### config.mk
export PLATFORM = sky130hd
export DESIGN_NAME = perf_counter_bank
export DESIGN_NICKNAME = d
export VERILOG_FILES = /design/src/rtl/perf_counter_bank.sv
export SDC_FILE = /design/constraint.sdc
export NUM_CORES = 1
export LEC_CHECK = 0
export ABC_AREA = 0
export BUFFER_PORTS_ARGS = -buffer_cell sky130_fd_sc_hd__buf_2
export CAP_MARGIN = 10
export CELL_PAD_IN_SITES_DETAIL_PLACEMENT = 0
export CELL_PAD_IN_SITES_GLOBAL_PLACEMENT = 1
export CORE_ASPECT_RATIO = 0.75
export CORE_UTILIZATION = 35
export DETAILED_ROUTE_END_ITERATION = 8
export GPL_ROUTABILITY_DRIVEN = 0
export PLACE_DENSITY = 0.61
export SYNTH_ARGS = -nofsm -noshare
export SYNTH_HDL_FRONTEND = slang
export SYNTH_SLANG_ARGS = --single-unit
export TNS_END_PERCENT = 1
### constraint.sdc
create_clock -name clk -period 3.75 [get_ports clk]
set_input_delay 1.125 -clock clk [delete_from_list [all_inputs] [get_ports clk]]
set_output_delay 1.125 -clock clk [all_outputs]
set_load 0.02 [all_outputs]
### src/rtl/perf_counter_bank.sv
// Instruction-statistics counter bank for the MIPS cores: eight decoded event
// classes plus a cycle counter, with wrap/saturate, halt freeze, snapshot and read port.
module perf_counter_bank #(
  parameter int CNT_W    = 11,
  parameter int SATURATE = 0,
  parameter int SNAP_EN  = 1
) (
  input  logic             clk,
  input  logic             reset,
  input  logic             valid,
  input  logic [5:0]       op,
  input  logic [5:0]       func,
  input  logic             branch_taken,
  input  logic             halt,
  input  logic             clear,
  input  logic             snap,
  input  logic [3:0]       rd_sel,
  output logic [CNT_W-1:0] rd_data,
  output logic [8:0]       overflow,
  output logic             halted,
  output logic [CNT_W-1:0] cnt_r,
  output logic [CNT_W-1:0] cnt_i,
  output logic [CNT_W-1:0] cnt_j,
  output logic [CNT_W-1:0] cnt_clk
);

  localparam int NCH = 9;

  logic [CNT_W-1:0] cnt_q  [NCH];
  logic [CNT_W-1:0] snap_q [NCH];
  logic [NCH-1:0]   ev;
  logic [NCH-1:0]   inc;
  logic [CNT_W-1:0] rd_next;

  always_comb begin
    ev    = '0;
    ev[0] = valid && (op == 6'h00);
    ev[1] = valid && (op != 6'h00) && (op != 6'h02) && (op != 6'h03);
    ev[2] = valid && ((op == 6'h02) || (op == 6'h03));
    ev[3] = valid && (op == 6'h23);
    ev[4] = valid && (op == 6'h2B);
    ev[5] = valid && ((op == 6'h04) || (op == 6'h05)) && branch_taken;
    ev[6] = valid && (op == 6'h00) && (func == 6'h0C);
    ev[7] = valid && (op == 6'h10);
    ev[8] = 1'b1;
    // halted is the registered flag, so the halting cycle itself still counts
    inc   = halted ? '0 : ev;
  end

  always_comb begin
    rd_next = '0;
    for (int i = 0; i < NCH; i++) begin
      if (rd_sel == 4'(i)) begin
        rd_next = (SNAP_EN != 0) ? snap_q[i] : cnt_q[i];
      end
    end
  end

  always_ff @(posedge clk) begin
    if (reset) begin
      for (int i = 0; i < NCH; i++) begin
        cnt_q[i]  <= '0;
        snap_q[i] <= '0;
      end
      overflow <= '0;
      halted   <= 1'b0;
      rd_data  <= '0;
    end else begin
      if (halt) begin
        halted <= 1'b1;
      end
      rd_data <= rd_next;
      if ((SNAP_EN != 0) && snap) begin
        for (int i = 0; i < NCH; i++) begin
          snap_q[i] <= cnt_q[i];
        end
      end
      if (clear) begin
        for (int i = 0; i < NCH; i++) begin
          cnt_q[i] <= '0;
        end
        overflow <= '0;
      end else begin
        for (int i = 0; i < NCH; i++) begin
          if (inc[i]) begin
            if (&cnt_q[i]) begin
              overflow[i] <= 1'b1;
              if (SATURATE == 0) begin
                cnt_q[i] <= '0;
              end
            end else begin
              cnt_q[i] <= cnt_q[i] + CNT_W'(1);
            end
          end
        end
      end
    end
  end

  assign cnt_r   = cnt_q[0];
  assign cnt_i   = cnt_q[1];
  assign cnt_j   = cnt_q[2];
  assign cnt_clk = cnt_q[8];

endmodule

==> flow_summary.toml, run 1 <==
[global_routing]
grt_max_degree = 64
grt_pass1_vias = 6507
grt_overflow = 0
grt_pass1_wl_um = 40700
grt_use_total_pct = 17.1
antenna_found_initial = 0

[floorplanning]
dieArea_sq_mm = 0.0307
core-area_sq_mm = 0.0293
die_w_um = 202
ios = 88
die_h_um = 152
fp-row-count = 54
initial_utilization_pct = 35.8

[finish]
multiInputGateArea_sq_mm = 0.00393
layout_common_cells = "198 x edfxtp_1, 122 x nor2_1, 103 x and2_1, 87 x buf_2, 47 x nand2_1"
final_nets = 990
final_common_cell = "edfxtp_1"
drive_gt1_share_pct = 16.8
num_antenna_cells = 0
syn2layout_area_growth_pct = 15.8
seq_area_sq_mm = 0.00637
fillers = 2829

[clocking]
numCtsBuffers = 24
ctsResizeCount = 0
cts_root_buf = "clkbuf_16"
postCtsSetupRepairBufs = 0
clock-sinks = 219
clk_pin_slew_worst_paths_ps = 60
cts_max_level = 1
clock_latency_ps = 510
cts_tree = "done"
ctsLongestPathBuffers = 3
ctsHoldBuffers = 0

[synth]
synth_top_area_share_pct = 56.6
avgSynthCellArea_sq_um = 12.1
synth_edf_count = 198
synth_seq_area_share_pct = 60.6
netlist_area_sq_mm = 0.0105
synthSimpleGateAreaFrac_pct = 19.9
yosys.area_share.adder_pct = 1.07
synthTopCellsByArea = "edfxtp_1 57%, and2_1 6.1%, nor2_1 4.4%, dfxtp_1 4.0%, xnor2_1 3.3%"
synth_compound_area_share_pct = 5.67
yosysTopAreaCell = "edfxtp_1"
synth_fp_nets = 898
synthFlopType = "edfxtp_1"
synthesis.instances = 866
synth_top_family_by_area = "simple AND/OR/NAND/NOR gates"
synth_warnings = 0
synth.ff_latch_count = 219
synth.area.mux_share_pct = 4.29
ys_async_sr_fraction_pct = 0
synth-xor-area-share_pct = 6.42
synthDistinctLibCells = 58

[place]
port_buffers = 87
dp_hpwl_um = 18600

[pwr]
total_power_mw = 5.52
ir_drop_uv = 288
power.leakage_nw = 4.45
p_per_area_mw_per_mm2 = 454

[timing]
hold_violations = 0
rsz0062_at_grt = "false"
skew_ps = 12.5
final.setup.tns_ps = 0
report.final.slew_viol_count = 0
relSlewSlack_pct = 32.1
layout_min_cycle_time_ps = 2710
worstMarginPinSlew_ps = 1020
setup_viol = 0
fin_crit_sh_pct = 72.3
fmax_ghz = 0.369

[status]
status = "finished, final reports clean"

[route]
via_per_inst = 5.00
vias = 6844
drtPass1Iterations = 5
avgRoutedWirePerCell_um = 18.9
wl_um = 25800
antenna_left = 0
drt_first_iter_violations = 468
drc = 0

[worst_setup_path]
worstSetupStartpointType = "input pin"
crit_required_ps = 3900
cp_slowest_cell = "nor4_4"
cpLargestDelayFamily = "simple AND/OR/NAND/NOR gates"
cp.arrival_ps = 2860
path_common_cell = "nand2_1"
cp_slowest_stage_delay_ps = 700
path_cells = "buf_2, nor4_4, and3_2, nand2_1, nand2_1"
cp_num_buf_inv = 1
critPathMaxFanout = 11
cp-end-kind = "register"
path_class = "input pin to register"

[min_path]
worstHoldPathType = "register to register"

[run]
cap_viol_max_count = 0
==> power breakdown <==
part	switching, mW	internal [mW]	leakage [nW]
Sequential	0.113	2.78	2.38
Clock	0.933	1.34	0.371
Combinational	0.222	0.129	1.70
Total	1.27	4.25	4.45
==> worst min-delay path, stage by stage (launching register included) <==
cell     delay [ps]
dfxtp_1         330
nand2_1          50
o31ai_1          50
==> kinds of logic after synthesis <==
kind of cell | count (synthesis)
buf+inv | 46
flops | 219
compound gates | 89
fa+ha+maj | 9
xor+xnor | 77
simple gates | 395
mux | 31
==> layout make-up <==
type / count / area share [%]
Sequential cell: 219 / 52.4
Multi-Input combinational cell: 601 / 32.3
Clock buffer: 40 / 6.10
Timing Repair Buffer: 98 / 4.57
Tap cell: 392 / 4.03
Inverter: 14 / 0.432
Clock inverter: 4 / 0.175
==> synthesized netlist by cell type, types with 7 or more instances <==
| master | count |
|---|---|
| xnor2_1 | 39 |
| mux4_2 | 11 |
| nand4_1 | 19 |
| and2_1 | 103 |
| clkbuf_1 | 17 |
| dfxtp_1 | 21 |
| ha_1 | 9 |
| and4_1 | 11 |
| nand3_1 | 34 |
| buf_2 | 7 |
| o21ai_0 | 24 |
| nor3_1 | 22 |
| nand2_1 | 47 |
| xor2_1 | 38 |
| nor2_1 | 122 |
| mux2i_1 | 18 |
| edfxtp_1 | 198 |
| a211oi_1 | 9 |
| inv_1 | 14 |
| o211ai_1 | 9 |
| a21oi_1 | 23 |
==> state kept, by name (all words and copies together) (netlist names) <==
signal / cells
cnt_q: 99
halted: 1
snap_q: 99
rd_data: 11
overflow: 9
==> path summary, 6_finish.rpt <==
| check | cells after the start | start | slack (ps) | endpoint |
|---|---|---|---|---|
| max | 5 | op[1] | 1040 | cnt_q[6][9] |
| min | 2 | overflow[1] | 470 | overflow[1] |
| max reg2reg | 4 | halted | 1480 | cnt_q[2][2] |
| min reg2reg | 2 | overflow[1] | 470 | overflow[1] |
==> per-stage QoR <==
step	instance area, sq um	cells	utilization (%)	setup slack [ps]	hold slack (ps)
floorplan	10500	866	-	775	491
global placement	11400	1324	38.9	509	467
detailed placement	11400	1324	38.9	446	451
CTS	12200	1368	41.5	981	469
global route	12200	1368	41.5	949	499
finish	12200	1368	41.5	1040	466
==> metal layers <==
metal | track usage, % | wire length (um) | vias up
li1 | - | - | 3338
met1 | 29.3 | 14200 | 3289
met2 | 21.3 | 9640 | 190
met3 | 3.15 | 1580 | 27
met4 | 3.32 | 413 | 0
met5 | 0 | 0 | -
(Power assumes the default switching activity.)
==> run 2, diff against run 1 <==
==> constraint.sdc (replaced) <==
create_clock -name clk -period 2.7 [get_ports clk]
set_input_delay 0.81 -clock clk [delete_from_list [all_inputs] [get_ports clk]]
set_output_delay 0.81 -clock clk [all_outputs]
set_load 0.02 [all_outputs]
==> flow_summary.toml, run 2 (same netlist as run 1, synthesis figures left out) <==
[route]
avgRoutedWirePerCell_um = 19.2
met3_length_um = 1380
via_per_inst = 5.01
wl_met2_um = 9700
antenna_left = 0
drt_first_iter_violations = 602
top_layer = "met4"
wl_met1_um = 14900
drtPass1Iterations = 5
wl_um = 26400
vias = 6909
drc = 0

[timing]
final.setup.tns_ps = 0
skew_ps = 10.7
setup_viol = 0
setup_slack_ps = 548
relSlewSlack_pct = 50.4
hold_violations = 0
fin_crit_sh_pct = 79.7
worstMarginPinSlew_ps = 744
layout_min_cycle_time_ps = 2150
report.final.slew_viol_count = 0
fmax_ghz = 0.465
rsz0062_at_grt = "false"

[global_routing]
grt_overflow = 0
grt_use_total_pct = 17.4
grt_pass1_wl_um = 41100
grt_pass1_vias = 6548
antenna_found_initial = 0
grt_max_degree = 72

[floorplanning]
core-area_sq_mm = 0.0293
dieArea_sq_mm = 0.0307
initial_utilization_pct = 35.8
fp-row-count = 54
ios = 88
die_w_um = 202
die_h_um = 152

[clocking]
postCtsSetupRepairBufs = 0
numCtsBuffers = 24
clock-sinks = 219
clock_latency_ps = 520
cts_root_buf = "clkbuf_16"
ctsResizeCount = 0
cts_tree = "done"
clk_pin_slew_worst_paths_ps = 60
cts_max_level = 1
ctsLongestPathBuffers = 3
ctsHoldBuffers = 0

[worst_setup_path]
cpLargestDelayFamily = "buffers and inverters"
r2r_cells = 4
cp_slowest_stage_delay_ps = 390
cp_slowest_cell = "dfxtp_1"
path_class = "register to output pin"
path_cells = "buf_4, buf_2"
cp_num_buf_inv = 2
cp-end-kind = "output pin"
cp_num_cells = 2
cp.arrival_ps = 1340
worstSetupStartpointType = "register"
crit_required_ps = 1890
critPathMaxFanout = 9

[min_path]
worstHoldPathType = "register to register"
holdPathStages = 1

[finish]
fin_area_sq_mm = 0.0123
multiInputGateArea_sq_mm = 0.00393
final_nets = 1001
layoutNonFillerInstCount = 1380
final_util_pct = 41.9
seq_area_sq_mm = 0.00637
syn2layout_area_growth_pct = 17.0
layout_common_cells = "198 x edfxtp_1, 122 x nor2_1, 103 x and2_1, 87 x buf_2, 47 x nand2_1"
fillers = 2783
final_common_cell = "edfxtp_1"
largestRegisters = "cnt_q x99, snap_q x99, rd_data x11"
drive_gt1_share_pct = 18.0

[place]
dp_slack_ps = 69.3
dp_hpwl_um = 18900
placed_area_sq_mm = 0.0115
dp_cells = 1335
port_buffers = 87

[status]
status = "finished, final reports clean"

[run]
cap_viol_max_count = 0

[pwr]
power.leakage_nw = 4.54
p_per_area_mw_per_mm2 = 635
ir_drop_uv = 318
-- run 2: cell types whose count changed in the layout (fill, tap and decap cells not counted), sizes merged --
cell / previous run / this run
buf: 98 / 109
bufinv: 0 / 1
clkbuf: 40 / 35
clkinv: 3 / 8
clkinvlp: 1 / 0
diode: 0 / 1
-- run 2: cell type report --
class | count | area share (%)
tap | 392 | 3.99
antenna | 1 | 0.0204
multi-input combinational | 601 | 32.0
clock inverter | 9 | 0.570
clock buffer | 35 | 5.89
timing repair buffer | 109 | 5.30
sequential | 219 | 51.8
inverter | 14 | 0.428
-- run 2: routing by layer --
layer	global-route usage (%)	up-vias
met2	21.5	190
met3	2.55	29
met4	3.54	0
li1	-	3353
met1	30.3	3337
met5	0	-
-- run 2: final timing paths --
check / startpoint / endpoint / slack [ps]
hold / removal: overflow[7] / overflow[7] / 460
hold reg to reg: overflow[7] / overflow[7] / 460
setup / recovery: halted / halted / 550
setup reg to reg: halted / cnt_q[0][7] / 690
-- run 2: worst reg2reg max path, cell delays in order, from the launching register on --
cell     delay, ps
dfxtp_1        340
nor4b_4        450
buf_4          240
nand3_1        190
nand2_1        430
-- run 2: where the power goes --
group          internal, mW  total [mW]  switching (mW)
Sequential             3.86        4.02           0.156
Combinational         0.186       0.498           0.312
Clock                  1.95        3.29            1.34
Total                  5.99        7.80            1.81
-- run 2: metrics by stage --
step	power [mW]	hold WS [ps]
after floorplan	4.34	491
after global placement	4.59	451
after detailed placement	4.59	448
after CTS	7.88	463
after global routing	8.07	476
final	7.80	462
